File: src/rtl/pcs_pkg.sv
`default_nettype none
// ============================================================================
// Module      : pcs_pkg
// Description : Shared constants and block type for the PCS transmit path.
// Revision    : 1.0 - initial release
// ============================================================================
package pcs_pkg;

    localparam int GB_WORD_W = 32;
    localparam int GB_HDR_W  = 2;
    localparam int GB_FILL_W = 7;

    localparam logic [5:0] GB_SEQ_MAX = 6'd32;

    localparam logic [1:0] HDR_DATA = 2'b01;
    localparam logic [1:0] HDR_CTRL = 2'b10;

    // Packed MSB-first, so hdr lands at bits [1:0] and is transmitted first.
    typedef struct packed {
        logic [31:0] data_hi;
        logic [31:0] data_lo;
        logic [1:0]  hdr;
    } pcs_block_t;

    localparam int GB_BLOCK_W = $bits(pcs_block_t);

endpackage
`default_nettype wire

File: src/rtl/pcs_gearbox_acc.sv
`default_nettype none
// ============================================================================
// Module      : pcs_gearbox_acc
// Description : 66-bit append/pop shift accumulator feeding the 32-bit output.
// Revision    : 1.0 - initial release
// ============================================================================
module pcs_gearbox_acc
    import pcs_pkg::*;
(
    input  logic                 clk,
    input  logic                 rst_n,
    input  logic                 i_flush,
    input  logic                 i_push,
    input  logic                 i_push_hdr,
    input  logic [GB_WORD_W-1:0] i_data,
    input  logic [GB_HDR_W-1:0]  i_hdr,
    output logic [GB_WORD_W-1:0] o_data,
    output logic                 o_valid
);

    localparam logic [GB_FILL_W-1:0] c_WORD_BITS     = 7'd32;
    localparam logic [GB_FILL_W-1:0] c_HDR_WORD_BITS = 7'd34;
    localparam logic [GB_FILL_W-1:0] c_BLOCK_BITS    = 7'd66;

    logic [GB_BLOCK_W-1:0] r_buf;
    logic [GB_FILL_W-1:0]  r_fill;
    logic [GB_WORD_W-1:0]  r_data;
    logic                  r_valid;

    logic [GB_BLOCK_W-1:0] w_ins;
    logic [GB_BLOCK_W-1:0] w_comb;
    logic [GB_BLOCK_W-1:0] w_buf_nxt;
    logic [GB_FILL_W-1:0]  w_push_len;
    logic [GB_FILL_W-1:0]  w_sum;
    logic [GB_FILL_W-1:0]  w_fill_nxt;
    logic                  w_pop;

    // Bits above r_fill are always zero, so appending is a plain OR.
    always_comb begin
        w_ins      = '0;
        w_push_len = '0;
        if (i_push) begin
            if (i_push_hdr) begin
                w_ins      = GB_BLOCK_W'({i_data, i_hdr});
                w_push_len = c_HDR_WORD_BITS;
            end else begin
                w_ins      = GB_BLOCK_W'(i_data);
                w_push_len = c_WORD_BITS;
            end
        end
        w_comb     = r_buf | (w_ins << r_fill);
        w_sum      = r_fill + w_push_len;
        w_pop      = (w_sum >= c_WORD_BITS);
        w_buf_nxt  = w_pop ? (w_comb >> c_WORD_BITS) : w_comb;
        w_fill_nxt = w_pop ? (w_sum - c_WORD_BITS) : w_sum;
    end

    always_ff @(posedge clk or negedge rst_n) begin
        if (!rst_n) begin
            r_buf   <= '0;
            r_fill  <= '0;
            r_data  <= '0;
            r_valid <= 1'b0;
        end else if (i_flush) begin
            r_buf   <= '0;
            r_fill  <= '0;
            r_valid <= 1'b0;
        end else begin
            r_buf   <= w_buf_nxt;
            r_fill  <= w_fill_nxt;
            r_valid <= w_pop;
            if (w_pop) begin
                r_data <= w_comb[GB_WORD_W-1:0];
            end
        end
    end

    assign o_data  = r_data;
    assign o_valid = r_valid;

    a_no_overflow: assert property (@(posedge clk) disable iff (!rst_n) w_sum <= c_BLOCK_BITS);

endmodule
`default_nettype wire

File: src/rtl/pcs_tx_gearbox.sv
`default_nettype none
// ============================================================================
// Module      : pcs_tx_gearbox
// Description : 66b->32b TX gearbox; owns sequence, pause and error/resync.
// Revision    : 1.0 - initial release
// ============================================================================
module pcs_tx_gearbox
    import pcs_pkg::*;
#(
    parameter int DATA_WIDTH = 32,
    parameter int HDR_WIDTH  = 2
) (
    input  logic                  gty_tx_usr_clk,
    input  logic                  gty_tx_usr_reset,
    input  logic [DATA_WIDTH-1:0] i_tx_data,
    input  logic [HDR_WIDTH-1:0]  i_tx_hdr,
    input  logic                  i_tx_hdr_valid,
    input  logic                  i_tx_valid,
    output logic                  o_tx_pause,
    output logic [DATA_WIDTH-1:0] o_gearbox_data,
    output logic                  o_gearbox_valid,
    input  logic                  i_err_clr,
    output logic                  o_err
);

    generate
        if (DATA_WIDTH != GB_WORD_W || HDR_WIDTH != GB_HDR_W) begin : g_bad_width
            $error("pcs_tx_gearbox supports only DATA_WIDTH=32 and HDR_WIDTH=2");
        end
    endgenerate

    logic [5:0] r_seq;
    logic       r_err;

    logic w_pause;
    logic w_expect_hdr;
    logic w_err;
    logic w_push;

    assign w_pause      = (r_seq == GB_SEQ_MAX);
    assign w_expect_hdr = ~r_seq[0];
    // Input is ignored entirely during the pause slot.
    assign w_err        = ~w_pause & (~i_tx_valid | (i_tx_hdr_valid != w_expect_hdr));
    assign w_push       = ~w_pause & ~w_err;

    always_ff @(posedge gty_tx_usr_clk or negedge gty_tx_usr_reset) begin
        if (!gty_tx_usr_reset) begin
            r_seq <= '0;
            r_err <= 1'b0;
        end else begin
            if (w_err || w_pause) begin
                r_seq <= '0;
            end else begin
                r_seq <= r_seq + 6'd1;
            end
            if (w_err) begin
                r_err <= 1'b1;
            end else if (i_err_clr) begin
                r_err <= 1'b0;
            end
        end
    end

    pcs_gearbox_acc u_acc (
        .clk        (gty_tx_usr_clk),
        .rst_n      (gty_tx_usr_reset),
        .i_flush    (w_err),
        .i_push     (w_push),
        .i_push_hdr (w_expect_hdr),
        .i_data     (i_tx_data),
        .i_hdr      (i_tx_hdr),
        .o_data     (o_gearbox_data),
        .o_valid    (o_gearbox_valid)
    );

    assign o_tx_pause = w_pause;
    assign o_err      = r_err;

endmodule
`default_nettype wire

File: config.mk
export PLATFORM = sky130hd
export DESIGN_NAME = pcs_tx_gearbox
export DESIGN_NICKNAME = d
export VERILOG_FILES = /design/src/rtl/pcs_pkg.sv /design/src/rtl/pcs_gearbox_acc.sv /design/src/rtl/pcs_tx_gearbox.sv
export SDC_FILE = /design/constraint.sdc
export NUM_CORES = 1
export LEC_CHECK = 0
export CAP_MARGIN = 20
export CORE_MARGIN = 2
export CORE_UTILIZATION = 64
export DETAILED_ROUTE_END_ITERATION = 7
export GPL_TIMING_DRIVEN = 0
export HOLD_SLACK_MARGIN = 0.1
export PLACE_DENSITY_LB_ADDON = 0.25
export SYNTH_ARGS = -nofsm -noshare
export SYNTH_HDL_FRONTEND = slang
export SYNTH_SLANG_ARGS = --single-unit
File: constraint.sdc
create_clock -name gty_tx_usr_clk -period 12.3 [get_ports gty_tx_usr_clk]
set_input_delay 1.23 -clock gty_tx_usr_clk [delete_from_list [all_inputs] [get_ports gty_tx_usr_clk]]
set_output_delay 1.23 -clock gty_tx_usr_clk [all_outputs]
set_load 0.01 [all_outputs]
# After elaboration in Yosys (flattened, before gate mapping)
# Cells that the tools add are included.
[op_classes] eq_ne=2 magnitude_cmp=1 n_addsub=3 bitwise_logic=8 n_reduce_logical=3 muxes=12 shift=1
[op_table] op="$mux W66" n=2
[op_table] op="$mux W34" n=2
[op_table] op="$or A66 B66 Y66" n=1
[op_table] op="$shl A34 B7 Y66" n=1
[op_table] op="$mux W7" n=2
[op_table] op="$mux W6" n=2
[op_table] op="$add A7 B6 Y7" n=1
[op_table] op="$ge A7 B6 Y1 const B" n=1
[op_table] op="$sub A7 B6 Y7 const B" n=1
[op_table] op="$add A6 B1 Y6 const B" n=1
[op_table] op="$eq A6 B6 Y1 const B" n=1
[op_table] op="$not A1 Y1" n=4
[op_table] op="$mux W1" n=3
[op_table] op="$and A1 B1 Y1" n=2
[op_table] op="$mux W2" n=1
[op_table] op="$reduce_and A2 Y1" n=1
[op_table] op="$reduce_bool A2 Y1" n=1
[op_table] op="$logic_or A1 B1 Y1" n=1
[op_table] op="$ne A1 B1 Y1" n=1
[op_table] op="$or A1 B1 Y1" n=1
[totals] in_bits=39 reg_bits=113 output_inout_bits=35 elab_cells=36

# Depth between registers and ports, before layout
[depth] word_depth=11 depth_mapped=23 ltp_nobuf=16

# Modules after synthesis
# From an unflattened synthesis, not the netlist that was laid out.
[unflattened] cells_unflattened=869 hier_area_um2=7758.7
[by_module_without_submodules] module="pcs_gearbox_acc" seq_area_each_um2=2627.5 cells_per_inst=833 area_each_um2=7405.9 instances=1
[by_module_without_submodules] module="pcs_tx_gearbox" seq_area_each_um2=175.2 cells_per_inst=36 area_each_um2=352.8 instances=1

# Worst setup path before layout
# OpenSTA, ideal clock, no wires.
[synth_timing] path_kind="flip-flop to flip-flop" from="register r_seq[0]" to="register u_acc.r_data[23], in the netlist u_acc.o_data[23]" stages_incl_launch_ff=22 t_required_ns=12.172 arrival_time_ns=4.500 synth_period_minus_slack_ns=4.627 path_slack_ns=7.673 path_buffers=7 setup_time_ns=0.128 path_cell_list="dfrtp_1 > buf_6 > buf_2 > buf_2 > buf_2 > inv_1 > ha_1 > nand4bb_4 > o211ai_2 > clkbuf_1 > clkbuf_1 > nor2_1 > ha_1 > and4_1 > o32ai_1 > nor2_1 > ha_1 > o41ai_4 > nand2_4 > inv_4 > buf_6 > mux2_1"
[synth_via] elab_chain_len=10 word_cells_on_any_way=17 cone_classes="1 x add/sub; 1 x order compare; 2 x eq/ne; 1 x shift; 4 x mux; 7 x bitwise; 1 x reduce/logical"
[synth_rtl] item="from (decl)" line="pcs_tx_gearbox.sv:32" rtl="logic [5:0] r_seq;"
[synth_rtl] item="from (signal assigned)" line="pcs_tx_gearbox.sv:54" rtl="r_seq <= r_seq + 6'd1;"
[synth_rtl] item="$not A1 Y1" line="pcs_tx_gearbox.sv:41" rtl="assign w_expect_hdr = ~r_seq[0];"
[synth_rtl] item="$ne A1 B1 Y1" line="pcs_tx_gearbox.sv:43" rtl="assign w_err = ~w_pause & (~i_tx_valid | (i_tx_hdr_valid != w_expect_hdr));"
[synth_rtl] item="$or A1 B1 Y1" line="pcs_tx_gearbox.sv:43"
[synth_rtl] item="$and A1 B1 Y1" line="pcs_tx_gearbox.sv:43"
[synth_rtl] item="$not A1 Y1 (no source line)"
[synth_rtl] item="$and A1 B1 Y1" line="pcs_tx_gearbox.sv:44" rtl="assign w_push = ~w_pause & ~w_err;"
[synth_rtl] item="$mux W6" line="pcs_gearbox_acc.sv:42" rtl="if (i_push) begin"
[synth_rtl] item="$add A7 B6 Y7" line="pcs_gearbox_acc.sv:52" rtl="w_sum = r_fill + w_push_len;"
[synth_rtl] item="$ge A7 B6 Y1" line="pcs_gearbox_acc.sv:53" rtl="w_pop = (w_sum >= c_WORD_BITS);"
[synth_rtl] item="$reduce_and A2 Y1 (no source line)"
[synth_rtl] item="to (signal assigned)" line="pcs_gearbox_acc.sv:73" rtl="r_data <= w_comb[GB_WORD_W-1:0];"
[synth_rtl] item="to (decl)" line="pcs_gearbox_acc.sv:27" rtl="logic [GB_WORD_W-1:0] r_data;"
# Several ways; a longest one is shown, not always the timed one.
# A chain may end at the register's enable or synchronous reset.

# Final worst setup path
[layout_timing] from="register r_seq[0]" to="register u_acc.r_buf[45]"
[layout_via] elab_chain_len=11 word_cells_on_any_way=18 cone_classes="1 x add/sub; 1 x order compare; 2 x eq/ne; 1 x shift; 6 x mux; 7 x bitwise"
[layout_rtl] item="$not A1 Y1" line="pcs_tx_gearbox.sv:41"
[layout_rtl] item="$ne A1 B1 Y1" line="pcs_tx_gearbox.sv:43"
[layout_rtl] item="$or A1 B1 Y1" line="pcs_tx_gearbox.sv:43"
[layout_rtl] item="$and A1 B1 Y1" line="pcs_tx_gearbox.sv:43"
[layout_rtl] item="$not A1 Y1 (no source line)"
[layout_rtl] item="$and A1 B1 Y1" line="pcs_tx_gearbox.sv:44"
[layout_rtl] item="$mux W6 / $mux W34 (equally long branches)" line="pcs_gearbox_acc.sv:42"
[layout_rtl] item="$add A7 B6 Y7 / $shl A34 B7 Y66 (equally long branches)" line="pcs_gearbox_acc.sv:52, pcs_gearbox_acc.sv:51"
[layout_rtl] item="$ge A7 B6 Y1 / $or A66 B66 Y66 (equally long branches)" line="pcs_gearbox_acc.sv:53, pcs_gearbox_acc.sv:51"
[layout_rtl] item="$mux W66" line="pcs_gearbox_acc.sv:54" rtl="w_buf_nxt = w_pop ? (w_comb >> c_WORD_BITS) : w_comb;"
[layout_rtl] item="$mux W66 (*)" line="pcs_gearbox_acc.sv:64" rtl="end else if (i_flush) begin"
[layout_rtl] item="to (signal assigned)" line="pcs_gearbox_acc.sv:69" rtl="r_buf <= w_buf_nxt;"
[layout_rtl] item="to (decl)" line="pcs_gearbox_acc.sv:25" rtl="logic [GB_BLOCK_W-1:0] r_buf;"
# Mark *: on every way between the ends. The rest lies on a longest branch, timed or not.

==> results.py <==
metrics = {
    "placement": {
        "gp_congestion": 1.118,
        "port_buffers": 71,
        "dpl.hpwl_mm": 24.60,
    },
    "critical_path": {
        "crit_slowest_cell": "clkbuf_1",
        "required_ps": 12600,
        "end_kind": "register",
        "rrSetupSlack_ps": 5690,
        "reg2reg_from": "r_seq[0]",
        "worst_ep_arrival_time_ps": 6910,
        "crit_family": "buffers and inverters",
        "endpoint": "u_acc.r_buf[45]",
        "worst-path-stages": 22,
        "worst-path-max-fanout": 10,
        "setup.worst_path.start_class": "register",
        "crit_path_start": "r_seq[0]",
        "critical_path.cell_chain": "buf_6 -> buf_2 -> buf_2 -> buf_2 -> inv_1 -> ha_1 -> nand4bb_4 -> o211ai_2 -> clkbuf_1 -> clkbuf_1 -> nor2_1 -> ha_1 -> ha_1 -> nand3_1 -> xnor2_1 -> xnor2_1 -> ha_1 -> o41a_1 -> buf_2 -> nand2_1 -> buf_2 -> o21ba_2",
        "worst_path_largest_cell_delay_ps": 640,
        "reg2regPathDepth": 22,
        "crit_top_cell": "buf_2",
        "critPathBufInv": 9,
        "rr_endpoint": "u_acc.r_buf[45]",
        "crit_type": "register to register",
    },
    "synth": {
        "synth_edf_count": 0,
        "synth.distinct_cells": 79,
        "synth_nets": 899,
        "synthArstFlopShare_pct": 100.0,
        "syn_area_mm2": 0.008149,
        "ys_seq_area_share_pct": 34.39,
        "netlist_instances": 855,
        "synth_warnings": 0,
        "synth.most_common_cell": "nor2_1",
        "ys_top_cells_by_count": "nor2_1, dfrtp_1, a21oi_1",
        "synth_top_cell_area_share_pct": 34.39,
        "ys_ff_latch": 112,
        "synthTopCellsByArea": "dfrtp_1, mux4_2, mux2_2",
        "synth_largest_area_cell": "dfrtp_1",
        "syn_avg_cell_area_um2": 9.531,
        "ys.flop_type": "dfrtp_1",
    },
    "sta": {
        "post-route-period-util_pct": 53.74,
        "hold_viol": 0,
        "fin_skew_ps": 8.654,
        "period_minus_slack_ps": 6610,
        "setup_viol": 0,
        "fmax_mhz": 151.3,
        "setup_tns_ps": 0,
        "tightest_slew_ps": 1166,
        "slew_headroom_pct": 22.26,
        "rsz0062_at_grt": "no",
        "drv_slew": 0,
    },
    "job": {
        "maxCapViolations": 0,
    },
    "floorplan": {
        "dieArea_mm2": 0.01365,
        "initial_core_util_pct": 65.10,
        "design.core.area_mm2": 0.01252,
        "die_x_um": 116.8,
        "fp-row-count": 41,
        "die_h_um": 116.8,
        "ios": 74,
    },
    "status": {
        "outcome": "finished with violations",
        "violations": "DRC",
    },
    "finish": {
        "areaGrowthSynthToFinish_pct": 15.51,
        "final_nets": 982,
        "antenna_cells": 0,
        "utilization_pct": 75.20,
        "layout-drive-gt1-share_pct": 15.38,
        "fillers": 920,
        "area.sequential_mm2": 0.002803,
        "multi_input_area_mm2": 0.004922,
    },
    "drt": {
        "drc": 1,
        "ant_nets": 0,
        "drt_pass1_iterations": 8,
        "drtIter0Drc": 1760,
        "routed_wirelength_mm": 33.25,
        "vias": 8690,
        "wl_per_cell_um": 29.82,
        "viasPerCell": 7.794,
    },
    "clock_tree": {
        "cts.hold.buffers_added": 0,
        "cts.repair.resized": 0,
        "cts_made_buffers": 9,
        "h-tree-depth": 3,
        "clock_latency_ps": 360,
        "cts_tree": "built",
        "cts.sinks": 112,
        "root_buffer": "clkbuf_16",
        "postCtsSetupRepairBufs": 0,
        "ctsLongestPathBuffers": 2,
        "cts.clk_slew.worst_paths_ps": 80,
    },
    "min_path": {
        "hold_path.class": "register to register",
    },
    "global_route": {
        "use_met1_pct": 63.33,
        "overflow": 0,
        "grt_use_met3_pct": 21.32,
        "track_usage_pct": 49.79,
        "grtUsageMet2_pct": 72.06,
        "grt_pass1_vias": 8324,
        "grt_pass1_wl_mm": 49.42,
        "grt_max_degree": 67,
        "busiest_layer": "met2",
        "antenna_found_initial": 0,
    },
    "power_and_ir_drop": {
        "power_w": 0.001616,
        "p_leak_nw": 3.690,
        "power.density_mw_per_mm2": 171.7,
        "irDropWorstVdd_uv": 143.8,
    },
}
[layout by cell type, fill, tap and decap left out, drive strengths merged, types with 21 or more instances in the layout]
| cell type | Yosys | layout |
|---|---|---|
| nand2 | 37 | 37 |
| nor2 | 120 | 120 |
| buf | 38 | 40 |
| mux4 | 40 | 40 |
| o21ai | 28 | 28 |
| nor3 | 29 | 29 |
| mux2i | 37 | 37 |
| clkbuf | 33 | 43 |
| inv | 18 | 21 |
| clkdlybuf4s50 | 0 | 70 |
| mux2 | 43 | 43 |
| a21oi | 87 | 87 |
| dfrtp | 112 | 112 |
[kinds of logic (layout without fill, tap and decap cells)]
| logic type | count (synthesis) | count (layout) | synth area share (%) |
|---|---|---|---|
| AO/OA/AOI/OAI | 267 | 267 | 22.49 |
| XOR/XNOR | 11 | 11 | 1.413 |
| adder cells (fa/ha/maj) | 5 | 5 | 0.7677 |
| buffers and inverters | 91 | 179 | 5.205 |
| flip-flops | 112 | 112 | 34.39 |
| multiplexers | 120 | 120 | 21.54 |
| AND/OR/NAND/NOR | 249 | 249 | 14.19 |
[how the worst min path moves through the flow]
stage                           startpoint                to  slack (ps)  cells past startpoint
after detailed placement  u_acc.o_data[23]  u_acc.o_data[23]         480                      1
after global placement     u_acc.r_buf[62]   u_acc.r_buf[62]         460                      2
after CTS                  u_acc.r_buf[55]   u_acc.r_buf[55]         500                      2
final                     u_acc.o_data[23]  u_acc.o_data[23]         510                      1
after global routing      u_acc.o_data[23]  u_acc.o_data[23]         520                      1
after floorplan            u_acc.r_buf[36]   u_acc.r_buf[36]         450                      2
[through the flow]
stage | hold WS (ps) | setup slack (ps) | instance area, um^2 | cells
2_1_floorplan | 449.3 | 7673 | 8149 | 855
3_3_place_gp | 464.0 | 5768 | 9075 | 1098
3_5_place_dp | 482.5 | 5940 | 9100 | 1099
4_1_cts | 501.9 | 5973 | 9413 | 1115
5_1_grt | 518.0 | 5539 | 9413 | 1115
6_report | 510.0 | 5690 | 9413 | 1115
[layout make-up]
| cell class | instances | area share [%] |
|---|---|---|
| Tap cell | 172 | 2.286 |
| Clock buffer | 10 | 2.539 |
| Multi-Input combinational cell | 652 | 52.29 |
| Buffer | 71 | 3.682 |
| Timing Repair Buffer | 72 | 7.816 |
| Inverter | 20 | 0.8241 |
| Clock inverter | 6 | 0.7843 |
| Sequential cell | 112 | 29.78 |
[where the power goes]
group	switching (W)	internal, W
Clock	0.000146	0.000167
Sequential	0.0000415	0.000452
Combinational	0.000508	0.000301
[flip-flops by register name, summed over array words and instances, names as in the netlist]
signal / cells
u_acc.r_fill: 6
u_acc.o_valid: 1
r_seq: 6
u_acc.r_buf: 66
o_err: 1
u_acc.o_data: 32
[metal layers]
metal	part of all wire, %	routed length [um]	up-vias
li1	-	-	3442
met1	35	11650	4170
met2	42	13990	846
met3	15	5114	232
met4	7.5	2497	0
met5	0	0	-
No activity file was read; power rests on OpenSTA's default activity.
